[config.mk]
export PLATFORM = sky130hd
export DESIGN_NAME = source_mealy_fsm
export DESIGN_NICKNAME = d
export VERILOG_FILES = /design/src/rtl/source_mealy_fsm.sv
export SDC_FILE = /design/constraint.sdc
export NUM_CORES = 1
export LEC_CHECK = 0
export ABC_AREA = 1
export CAP_MARGIN = 20
export CORE_AREA = 2 2 39 41
export CTS_BUF_LIST = sky130_fd_sc_hd__clkbuf_4
export DETAILED_ROUTE_END_ITERATION = 10
export DIE_AREA = 0 0 41 43
export PLACE_DENSITY = 0.41
export SKIP_LAST_GASP = 1
export SYNTH_ARGS = -nofsm -noshare
export SYNTH_HDL_FRONTEND = slang
export SYNTH_SLANG_ARGS = --single-unit
[constraint.sdc]
create_clock -name clk -period 1.7 [get_ports clk]
set_input_delay 0.255 -clock clk [delete_from_list [all_inputs] [get_ports clk]]
set_output_delay 0.255 -clock clk [all_outputs]
set_load 0.03 [all_outputs]
[src/rtl/source_mealy_fsm.sv]
// Overlapping Mealy detector for the serial pattern 1-0-1-1-0 (first bit first).
// The detect flag y is combinational from the current state and x, with no output register.
module source_mealy_fsm (
    output logic [0:0] y,
    output logic [2:0] cs,
    output logic [2:0] ns,
    input  logic       x,
    input  logic       rst,
    input  logic       clk
);

    typedef enum logic [2:0] {
        S0 = 3'b000,
        S1 = 3'b001,
        S2 = 3'b010,
        S3 = 3'b011,
        S4 = 3'b100
    } state_e;

    state_e cs_q;
    state_e ns_d;
    logic   y_d;

    always_ff @(posedge clk) begin
        if (rst) begin
            cs_q <= S0;
        end else begin
            cs_q <= ns_d;
        end
    end

    always_comb begin
        ns_d = S0;
        y_d  = 1'b0;
        if (!rst) begin
            unique case (cs_q)
                S0: ns_d = x ? S1 : S0;
                S1: ns_d = x ? S1 : S2;
                S2: ns_d = x ? S3 : S0;
                S3: ns_d = x ? S4 : S2;
                S4: begin
                    // Match keeps the "10" suffix so overlapping patterns are caught.
                    ns_d = x ? S1 : S2;
                    y_d  = ~x;
                end
                default: ns_d = S0;
            endcase
        end
    end

    assign y  = y_d;
    assign cs = cs_q;
    assign ns = ns_d;

endmodule

# After elaboration in Yosys (flattened, before gate mapping)
# Index checks and enable logic that the tools add are counted.
# totals
register_bits	3
latchBits	0
ramBits	0
mem_bits_ro	0
in_bits	3
output_inout_bits	7
elab_cells	16
mem_count	0
# classes
add_sub_neg	0
mul	0
div_mod_pow	0
n_lt_le_gt_ge	0
n_eq_ne	4
shifts	0
muxes	8
bitwise_logic	1
reduce_logical	2
# ops
cell	n
$pmux W3 S4	1
$eq A3 B2 Y1 const B	2
$mux W3	2
$mux W2	2
$eq A3 B1 Y1 const B	1
$eq A3 B3 Y1 const B	1
$logic_not A3 Y1	1
$mux W1	3
$reduce_or A2 Y1	1
$not A1 Y1	1

# Logic depth before layout (Yosys ltp)
# logic_depth
depth_word	4
ltp_mapped	4
mapped_depth_nobuf	4

# Worst setup path after synthesis
# Ideal clock, no wire load.
# synth_path
kind	flip-flop to output port
startpoint	register cs_q[0] (netlist: cs[0])
endpoint	output ns[2]
arrival_ns	1.400
required_ns	1.445
slack_ns	0.045
path_stages_with_launch	3
path_buffers	0
path_cell_list	dfxtp_1 -> nand2_1 -> nor3_1
# synth_via
elab_chain_len	4
word_cells_on_any_way	8
cone_classes	4 x eq/ne; 2 x mux; 2 x reduce/logical
# synth_rtl
item	line	text
start: declaration	20	state_e cs_q;
start signal: assignment	28	cs_q <= ns_d;
$eq A3 B3 Y1 or $eq A3 B1 Y1 (tied branches)	36	unique case (cs_q)
$reduce_or A2 Y1 (no source line)	--	
$pmux W3 S4 (*)	36	
$mux W3 (*)	35	if (!rst) begin
end: declaration	6	output logic [2:0] ns,
# Every way passes the cells marked *; elsewhere a longest branch is shown, timed or not.

# Worst setup path after layout
# layout_path
startpoint	register cs_q[2] (netlist: cs[2])
endpoint	output cs[2]
# layout_rtl
item	line	text
end: declaration	5	output logic [2:0] cs,
# No word-level cell between the ends.

==> impl_metrics.toml <==
[outcome]
outcome = "finished clean"

[worst_setup_path]
r2r-start = "cs[2]$_SDFF_PP0_"
ff2ff_setup_slack_ps = 920
critPathTopFamily = "buffers and inverters"
criticalPathCategory = "reg2out"
crit_path_start = "cs[2]$_SDFF_PP0_"
worst_setup_path_end_kind = "output port"
arrival_ps = 1350
crit_required_ps = 1440
critPathMaxFanout = 7
slowest_delay_ps = 710
crit_chain = "clkdlybuf4s50_1"
worst-path-buf-inv = 1
crit_path_start_kind = "register"
slowest_stage = "clkdlybuf4s50_1"

[logic_synthesis]
synth_top_area_share_pct = 42.48
netlist_top_cells_area = "dfxtp_1 42%, nand2_1 21%, nor2_1 16%"
synth_edf_count = 0
async_flop_share_pct = 0
synth_area_leader_cell = "dfxtp_1"
yosys-top-cells-count = "8 x nand2_1, 6 x nor2_1, 3 x dfxtp_1, 3 x nor3_1"
syn_area_per_cell_sq_um = 6.147
syn_area_sq_um = 141.4
ys_seq_area_share_pct = 42.48
synth-seq-cells = 3
ys_types = 7
syn_inst = 23
yosysMostFrequentCell = "nand2_1"
yosys_warnings = 0
synth_nets = 26
synthFlopType = "dfxtp_1"

[layout]
stdcell_count = 52
n_fill_cell = 163
largest_register_ff_count = 3
nNetsFinal = 40
diodes = 0
drive_gt1_share_pct = 22.22
syn_to_final_growth_pct = 92.03
utilization_pct = 19.62

[die]
core_sq_um = 1384
start_util_pct = 10.22
rows = 14
die_area_sq_um = 1763
die_h_um = 43
io_pins = 10
die_w_um = 41

[sta]
relSlewSlack_pct = 79.30
final.setup.tns_ps = 0
clock.fmax_ghz = 0.6231
finalSetupViolations = 0
period_share_pct = 94.41
finalHoldViolCount = 0
whs_ps = 544.5
period_needed_ps = 1605
maxSlewViolCount = 0
rsz0062_at_grt = "no"
finalClockSkew_ps = 2.333
worst_slew_pin_slew_ps = 309.5

[global_routing]
grt_max_degree = 8
grt_pass1_vias = 153
grt_util_all_layers_pct = 5.622
grt_pass1_wl_um = 579
grt.overflow.total = 0
antenna_found_initial = 0

[routing]
wl_per_cell_um = 7.673
final_antenna_net_count = 0
via_per_inst = 3.481
num_vias = 181
drt_iter0_drc = 9
drc = 0
routed_wl_um = 399
dr.pass1.iters = 2

[placement]
port_buffers = 9
place_inst = 48
gp_congestion = 0.6223
post-dp-hpwl_um = 306.3

[cts]
clk_pin_slew_ps = 30
cts_resized = 0
cts_buffer_depth = 2
postCtsHoldBufs = 0
clock-sinks = 3
tritoncts = "yes"
numCtsBuffers = 3
cts_root_buf = "clkbuf_4"
clock_latency_ps = 230
post_cts_buffers = 0
ctsHtreeMaxLevel = 1

[run]
maxCapViolCount = 0

[power_and_ir_drop]
ir_drop_mv = 0.3545
powerDensity_nw_per_um2 = 942.9
cellLeakagePower_nw = 0.1250

[min_path]
hold_start = "cs[2]$_SDFF_PP0_"
min_path_type = "reg2reg"
path summary, 6_finish.rpt:
check,to,cells past startpoint
hold reg to reg,cs[2]$_SDFF_PP0_,1
hold / removal,cs[2]$_SDFF_PP0_,1
setup reg to reg,cs[0]$_SDFF_PP0_,3
setup / recovery,cs[2],1
layout by cell type, fill, tap and decap left out, drive strengths merged:
cell	count
clkbuf	4
dfxtp	3
buf	4
nor2	6
nor3	3
o21ai	2
inv	1
nand2	8
clkdlybuf4s50	5
final cells by class:
| cell class | count | area, sq um | area share, % |
|---|---|---|---|
| well taps | 16 | 20.02 | 7.373 |
| multi-input cells | 19 | 77.57 | 28.57 |
| clock buffers | 4 | 30.03 | 11.06 |
| repair buffers | 9 | 80.08 | 29.49 |
| inverters | 1 | 3.754 | 1.382 |
| flip-flops and latches | 3 | 60.06 | 22.12 |
logic make-up (layout without fill, tap and decap cells):
| logic type | after synthesis | after routing | share of synthesized area, % |
|---|---|---|---|
| DFF | 3 | 3 | 42.48 |
| buffers and inverters | 1 | 14 | 2.652 |
| and+or+nand+nor | 17 | 17 | 47.78 |
| AOI/OAI and AO/OA | 2 | 2 | 7.073 |
stage by stage:
step / worst slack [ps] / power, mW / instance area, sq um
2_1_floorplan: 44.54 / 0.09972 / 141.4
3_3_place_gp: 173.0 / 0.1179 / 241.5
3_5_place_dp: 190.0 / 0.1177 / 241.5
4_1_cts: 68.01 / 0.2653 / 271.5
5_1_grt: 31.09 / 0.2770 / 271.5
6_report: 95.10 / 0.2560 / 271.5
power by group:
group          leakage (nW)  switching, mW  internal (mW)
Clock                0.0184         0.0358          0.104
Sequential           0.0246        0.00399         0.0738
Combinational        0.0820         0.0223         0.0163
Total                 0.125         0.0621          0.194
routing by layer:
layer | GRT usage (%) | share of wire (%)
met2 | 5.625 | 45
met1 | 6.431 | 46
met3 | 4.712 | 9.5
met5 | 0 | 0
met4 | 6.000 | 0
Note: power is estimated with default switching activity, not from simulation.
